--- config.mk ---
export PLATFORM = sky130hd
export DESIGN_NAME = bcd_tick_counter
export DESIGN_NICKNAME = d
export VERILOG_FILES = /design/src/rtl/bcd_pkg.sv /design/src/rtl/tick_prescaler.sv /design/src/rtl/bcd_tick_counter.sv
export SDC_FILE = /design/constraint.sdc
export NUM_CORES = 1
export LEC_CHECK = 0
export ABC_AREA = 1
export ABC_CLOCK_PERIOD_IN_PS = 2400
export CAP_MARGIN = 25
export CORE_ASPECT_RATIO = 1.5
export CORE_MARGIN = 2
export CORE_UTILIZATION = 45
export CTS_BUF_LIST = sky130_fd_sc_hd__clkbuf_4 sky130_fd_sc_hd__clkbuf_8
export DETAILED_ROUTE_END_ITERATION = 6
export PLACE_DENSITY = 0.69
export RECOVER_POWER = 50
export SYNTH_ARGS = -nofsm -noshare
export SYNTH_HDL_FRONTEND = slang
export SYNTH_SLANG_ARGS = --single-unit
--- constraint.sdc ---
create_clock -name clk -period 2.4 [get_ports clk]
set_input_delay 0.48 -clock clk [delete_from_list [all_inputs] [get_ports clk]]
set_output_delay 0.48 -clock clk [all_outputs]
set_load 0.01 [all_outputs]
--- src/rtl/bcd_pkg.sv ---
// Shared definitions for the BCD tick counter slice.
package bcd_pkg;

    localparam int unsigned DIGIT_W = 4;

    typedef logic [DIGIT_W-1:0] digit_t;

    localparam digit_t BCD_MAX = 4'd9;

endpackage

--- src/rtl/tick_prescaler.sv ---
// Divides clk down to a one-cycle step strobe every DIV_COUNT enabled cycles.
module tick_prescaler #(
    parameter int unsigned DIV_COUNT = 12_000_000,
    parameter int unsigned PRESC_W   = 24
) (
    input  logic clk,
    input  logic rst,
    input  logic en,
    input  logic clr,
    output logic step
);

    localparam logic [PRESC_W-1:0] LAST = PRESC_W'(DIV_COUNT - 1);

    logic [PRESC_W-1:0] psc;

    assign step = (psc == LAST) & en & ~clr;

    // Free-running divider: cleared by clr, frozen while en is low.
    always_ff @(posedge clk or posedge rst) begin
        if (rst) begin
            psc <= '0;
        end else if (clr) begin
            psc <= '0;
        end else if (en) begin
            if (psc == LAST) begin
                psc <= '0;
            end else begin
                psc <= psc + 1'b1;
            end
        end
    end

endmodule

--- src/rtl/bcd_tick_counter.sv ---
// Single-digit up/down counter with prescaled step rate, pause, synchronous
// load and tick/wrap strobes for cascading further digits.
module bcd_tick_counter
    import bcd_pkg::*;
#(
    parameter int unsigned DIV_COUNT = 12_000_000,
    parameter int unsigned MAX_DIGIT = int'(BCD_MAX),
    parameter int unsigned PRESC_W   = 24
) (
    input  logic       clk,
    input  logic       rst,
    input  logic       en,
    input  logic       up,
    input  logic       load,
    input  logic [3:0] load_val,
    output logic       A,
    output logic       B,
    output logic       C,
    output logic       D,
    output logic       tick,
    output logic       wrap
);

    localparam digit_t MAX_D = digit_t'(MAX_DIGIT);

    digit_t digit;
    digit_t digit_next;
    logic   wrap_next;
    logic   step;

    tick_prescaler #(
        .DIV_COUNT(DIV_COUNT),
        .PRESC_W  (PRESC_W)
    ) u_presc (
        .clk (clk),
        .rst (rst),
        .en  (en),
        .clr (load),
        .step(step)
    );

    // Stepped digit value; out-of-range digits recover to 0 (up) or MAX (down).
    always_comb begin
        digit_next = digit;
        wrap_next  = 1'b0;
        if (up) begin
            if (digit == MAX_D) begin
                digit_next = '0;
                wrap_next  = 1'b1;
            end else if (digit > MAX_D) begin
                digit_next = '0;
            end else begin
                digit_next = digit + 1'b1;
            end
        end else begin
            if (digit == '0) begin
                digit_next = MAX_D;
                wrap_next  = 1'b1;
            end else if (digit > MAX_D) begin
                digit_next = MAX_D;
            end else begin
                digit_next = digit - 1'b1;
            end
        end
    end

    // Digit register and strobes; load overrides any coincident step.
    always_ff @(posedge clk or posedge rst) begin
        if (rst) begin
            digit <= '0;
            tick  <= 1'b0;
            wrap  <= 1'b0;
        end else if (load) begin
            if (load_val <= MAX_D) begin
                digit <= load_val;
            end
            tick <= 1'b0;
            wrap <= 1'b0;
        end else if (step) begin
            digit <= digit_next;
            tick  <= 1'b1;
            wrap  <= wrap_next;
        end else begin
            tick <= 1'b0;
            wrap <= 1'b0;
        end
    end

    assign A = digit[0];
    assign B = digit[1];
    assign C = digit[2];
    assign D = digit[3];

endmodule
==> impl_metrics.ini, run 1 <==
[global_routing]
grt-ovfl-total = 0
grt_antenna_before_repair = 0
grt_start_max_net_pins = 31
grt_use_total_pct = 20.4
grt_pass1_wl_um = 8540
grt_pass1_vias = 1932

[floorplanning]
fp.dieW_um = 61.1
die_area_mm2 = 0.00548
start_util_pct = 46.2
core-area_mm2 = 0.00477
pin_count = 15
die_h_um = 89.7
rows = 31

[worst_hold_path]
holdCritStartpoint = u_presc.psc[21]
hold_path_end = u_presc.psc[21]
whs_path_depth = 2
min_path_type = register to register

[timing]
skew_ps = 12.4
period_minus_slack_ps = 2010
finalSetupViolCount = 0
tns_ps = 0
finalHoldViolCount = 0
fin_crit_sh_pct = 83.7
fin_ws_ps = 392
max_clock_freq_mhz = 498
rsz0062_at_grt = false
fin_hold_ws_ps = 525
slew_headroom_pct = 50.2
tightest_slew_ps = 746
slew_viol_final = 0

[power]
p_sw_share_pct = 28.0
clockPowerShare_pct = 42.0
leakagePower_nw = 1.21
seqPwrFrac_pct = 38.7
power.density_mw_per_mm2 = 599
p_switching_mw = 0.427
totalPowerFinal_mw = 1.53
peakVddDrop_mv = 0.465
combPwrFrac_pct = 19.4
internal-power_mw = 1.10

[critical_path]
cp.required_ps = 2620
cp-end-kind = register
r2r_start = u_presc.psc[1]
startpoint_type = input pin
rr_worst_depth = 6
r2r_end = u_presc.psc[7]
crit_start = load
r2r_slack_ps = 620
path_max_fanout = 9
crit_type = input pin to register
critPathArrivalTime_ps = 2220

[synthesis]
syn-num-nets = 330
synth-seq-area-share_pct = 34.1
synth_edf_count = 0
yosysMostFrequentCell = nand2_1
yosysTopAreaCell = dfrtp_1
syn_inst = 316
async_reset_ff_share_pct = 100
syn_area_per_cell_um2 = 6.97
synth.cell_area_mm2 = 0.00220
synth_seq_cells = 30
synth_commonest_cells = nand2_1 (106), nor2_1 (34), nand3_1 (32), dfrtp_1 (30), inv_1 (27)
ys.flop_type = dfrtp_1
ys_types = 34
yosys_warnings = 0
netlist.area_leader.share_pct = 34.1
synth_area_leaders = dfrtp_1 (34%), nand2_1 (18%), nand3_1 (7.3%), nor2_1 (5.8%), inv_1 (4.6%)

[routing]
drtAntennaViolNets = 0
drtIter0Drc = 68
via_per_inst = 4.90
post_drt_wl_per_cell_um = 12.3
route.vias.total = 1968
wirelength_um = 4940
firstDrtPassIters = 4
drc = 0

[flow_run]
max-cap-violations = 0

[clock_network]
hold_buffers = 0
cts_tree = yes
cts_resized = 0
cts-buffers-inserted = 5
clock_latency_ps = 290
clock_path_buffers = 2
post-cts-setup-buffer-count = 0
clk_pin_slew_worst_paths_ps = 60
cts_root_buf = clkbuf_8
cts_max_level = 2
cts_sinks = 30

[final_layout]
multiInputGateArea_mm2 = 0.00127
stdcell_count = 402
area_growth_pct = 15.7
fillers = 468
register_area_um2 = 751
drive_gt1_share_pct = 16.7
antenna_cells = 0
nets = 349

[place]
dpl.hpwl_um = 3690
pre_cts_slack_ps = 206
place.gp.congestion = 0.885
portBuffers = 14
placed_cells = 394

[status]
outcome = finished clean
==> worst max path at each step <==
stage,to,slack [ps],depth (start not counted)
after floorplan,digit[0],910,12
after global placement,u_presc.psc[14],250,6
after detailed placement,u_presc.psc[14],210,6
after CTS,C,440,1
after global routing,u_presc.psc[23],240,7
final,u_presc.psc[23],390,7
==> sequential cells by signal, summed over array words and instances (netlist names) <==
signal / count
u_presc.psc: 24
wrap: 1
digit: 4
tick: 1
==> power groups by stage <==
stage | logic [mW] | clock network [mW] | registers (mW)
after floorplan | 0.221 | 0 | 0.578
after global placement | 0.295 | 0 | 0.598
after detailed placement | 0.297 | 0 | 0.597
after CTS | 0.300 | 0.654 | 0.588
after global routing | 0.344 | 0.680 | 0.596
final | 0.296 | 0.640 | 0.590
==> through the flow <==
stage / utilization [%] / cell area [um2]
4_1_cts: 53.6 / 2550
3_3_place_gp: 50.6 / 2410
6_report: 53.4 / 2550
2_1_floorplan: - / 2200
3_5_place_dp: 50.6 / 2410
5_1_grt: 53.4 / 2550
==> routing by layer <==
| layer | track usage (%) | share of wire [%] | vias up |
|---|---|---|---|
| li1 | - | - | 1019 |
| met1 | 24.7 | 42 | 894 |
| met2 | 33.1 | 52 | 44 |
| met3 | 3.88 | 3.4 | 11 |
| met4 | 9.96 | 2.9 | 0 |
| met5 | 0 | 0 | - |
==> layout by cell type (no fill, tap or decap), types with 2 or more instances in the layout <==
cell type / n
a21oi_1: 6
bufinv_16: 2
clkbuf_8: 6
clkdlybuf4s50_1: 11
clkinv_1: 2
clkinv_2: 2
dfrtp_1: 30
dlygate4sd3_1: 3
ha_1: 5
inv_1: 27
inv_2: 8
nand2_1: 106
nand2_2: 7
nand3_1: 32
nand3_2: 2
nand4_1: 4
nor2_1: 34
nor2_2: 12
nor2_4: 6
nor3_1: 3
o21ai_1: 2
or2_2: 2
xnor2_1: 4
xor2_1: 7
==> area by class of cell <==
class / count / share of cell area, %
clock buffer: 6 / 3.24
clock inverter: 2 / 2.36
inverter: 39 / 5.84
multi-input combinational: 242 / 49.7
sequential: 30 / 29.5
tap: 66 / 3.24
timing repair buffer: 17 / 6.14
==> critical path: stages <==
cell and delay [ps]:
dlygate4sd3_1 690, clkinv_1 100, clkbuf_1 380, nand3_1 250
inv_2 170, nand3_1 90, nand2_1 70
==> cells by family after synthesis <==
kind of cell	Yosys count	synth area share [%]
simple gates	215	47.2
buf+inv	44	8.40
flops	30	34.1
compound gates	11	3.12
xor+xnor	11	4.37
fa+ha+maj	5	2.84
No activity file was read; power rests on OpenSTA's default activity.
==> run 2: changes to the inputs <==
--- a/config.mk
+++ b/config.mk
@@ -6,7 +6,7 @@
 export NUM_CORES = 1
 export LEC_CHECK = 0
 export ABC_AREA = 1
-export ABC_CLOCK_PERIOD_IN_PS = 2400
+export ABC_CLOCK_PERIOD_IN_PS = 1940
 export CAP_MARGIN = 25
 export CORE_ASPECT_RATIO = 1.5
 export CORE_MARGIN = 2
==> constraint.sdc (replaced) <==
create_clock -name clk -period 1.94 [get_ports clk]
set_input_delay 0.388 -clock clk [delete_from_list [all_inputs] [get_ports clk]]
set_output_delay 0.388 -clock clk [all_outputs]
set_load 0.01 [all_outputs]
==> run 2 against run 1 <==
Against the previous run: flip-flop and latch count unchanged; clock skew down 5.2 ps; combinational power up 33%; critical endpoint is now D; routed wire length up 2.2%; critical path type is now register to primary output; highest routed layer unchanged; first-iteration DRC count down 5.9%; cell count up 2.2%; register-to-register slack worse by 350 ps; cell area up 1.4%; sequential share of layout area down 0.41 points; core utilization up 0.76 points.
==> impl_metrics.ini, run 2 (synthesized netlist as in run 1, its figures left out) <==
[place]
dpl.hpwl_um = 3790
portBuffers = 14
placed_cells = 403
place_area_mm2 = 0.00249
place.gp.congestion = 0.829
pre_cts_slack_ps = 36.7

[power]
seqPwrFrac_pct = 43.9
clockPowerShare_pct = 32.3
power.density_mw_per_mm2 = 640
p_switching_mw = 0.524
leakagePower_nw = 1.25
combPwrFrac_pct = 23.8
internal-power_mw = 1.13
peakVddDrop_mv = 0.436
p_sw_share_pct = 31.7

[final_layout]
nets = 358
drive_gt1_share_pct = 19.1
layout.cell_area.non_filler_mm2 = 0.00258
top_register = u_presc.psc
area_growth_pct = 17.3
final_cell_mix = nand2_1 (106), nor2_1 (34), nand3_1 (32)
largest_register_ffs = 24
reg_top3 = u_presc.psc (24), digit (4)
stdcell_count = 411
final_common_cell = nand2_1
fillers = 468
antenna_cells = 0

[floorplanning]
pin_count = 15
core-area_mm2 = 0.00477
start_util_pct = 46.2
fp.dieW_um = 61.1
die_area_mm2 = 0.00548
die_h_um = 89.7
rows = 31

[critical_path]
path_max_fanout = 10
r2r_start = digit[0]
r2r_slack_ps = 270
crit_buf_inv = 1
rr_worst_depth = 12
cp.required_ps = 1550
cp-end-kind = primary output
crit_chain = clkdlybuf4s50_1
cp_top_family = buffers and inverters
crit_type = register to primary output
startpoint_type = register
r2r_end = digit[0]
cp_slowest_stage_delay_ps = 610
critPathArrivalTime_ps = 1450
critical_path.slowest_cell = clkdlybuf4s50_1

[global_routing]
grt_pass1_vias = 1900
grt_pass1_wl_um = 8750
grt_start_max_net_pins = 31
grt_antenna_before_repair = 0
grt_use_total_pct = 21.1
grt-ovfl-total = 0

[worst_hold_path]
min_path_type = register to register
whs_path_depth = 2
hold_path_end = u_presc.psc[1]
holdCritStartpoint = u_presc.psc[1]

[routing]
firstDrtPassIters = 4
drc = 0
drtAntennaViolNets = 0
post_drt_wl_per_cell_um = 12.3
via_per_inst = 4.86
route.vias.total = 1998
drtIter0Drc = 64
wirelength_um = 5050

[clock_network]
cts_resized = 0
hold_buffers = 0
cts_sinks = 30
cts_tree = yes
cts_max_level = 2
clock_path_buffers = 2
cts-buffers-inserted = 5
clock_latency_ps = 280
cts_root_buf = clkbuf_8
clk_pin_slew_worst_paths_ps = 60
post-cts-setup-buffer-count = 0

[timing]
fin_crit_sh_pct = 95.0
rsz0062_at_grt = false
tns_ps = 0
slew_headroom_pct = 49.4
skew_ps = 7.20
period_minus_slack_ps = 1840
finalSetupViolCount = 0
slew_viol_final = 0
fin_ws_ps = 97.4
max_clock_freq_mhz = 543
finalHoldViolCount = 0
tightest_slew_ps = 759

[status]
outcome = finished clean

[flow_run]
max-cap-violations = 0
[run 2: cell types whose count changed in the layout (fill, tap and decap cells not counted)]
cell / change
buf_12: +1
buf_4: +9
bufinv_16: -2
clkbuf_1: -1
clkbuf_4: +1
clkinv_2: +1
[run 2: worst max-delay path by stage]
stage	startpoint	endpoint	slack [ps]	depth (start not counted)
final	digit[3]	D	100	1
after global routing	digit[3]	D	50	1
after CTS	digit[3]	D	100	1
after detailed placement	load	digit[3]	40	5
after global placement	en	digit[0]	10	7
after floorplan	digit[0]	digit[0]	450	12
[run 2: cell type report]
cell class	instances	area, um2	area share, %
sequential	30	751	29.0
clock buffer	7	90.1	3.48
timing repair buffer	26	240	9.29
clock inverter	1	5.00	0.194
multi-input combinational	242	1270	49.0
inverter	39	149	5.76
tap	66	82.6	3.19
[run 2: power by group through the flow]
| stage | clock network, mW | registers [mW] | logic [mW] |
|---|---|---|---|
| after floorplan | 0 | 0.715 | 0.273 |
| after global placement | 0 | 0.735 | 0.392 |
| after detailed placement | 0 | 0.737 | 0.395 |
| after CTS | 0.549 | 0.726 | 0.399 |
| after global routing | 0.579 | 0.734 | 0.457 |
| final | 0.534 | 0.727 | 0.394 |
[run 2: stage by stage]
| stage | total power, mW | utilization (%) | hold slack, ps |
|---|---|---|---|
| CTS | 1.67 | 54.2 | 490 |
| detailed placement | 1.13 | 52.2 | 520 |
| finish | 1.66 | 54.2 | 540 |
| global route | 1.77 | 54.2 | 593 |
| global placement | 1.13 | 52.2 | 518 |
| floorplan | 0.989 | - | 471 |
[run 2: layer usage]
layer / up-vias / routed length (um) / GRT usage, % / share of wire, %
met5: - / 0 / 0 / 0
met1: 914 / 2090 / 26.5 / 41
li1: 1035 / - / - / -
met4: 0 / 152 / 8.70 / 3.0
met3: 14 / 143 / 4.32 / 2.8
met2: 35 / 2660 / 34.1 / 53
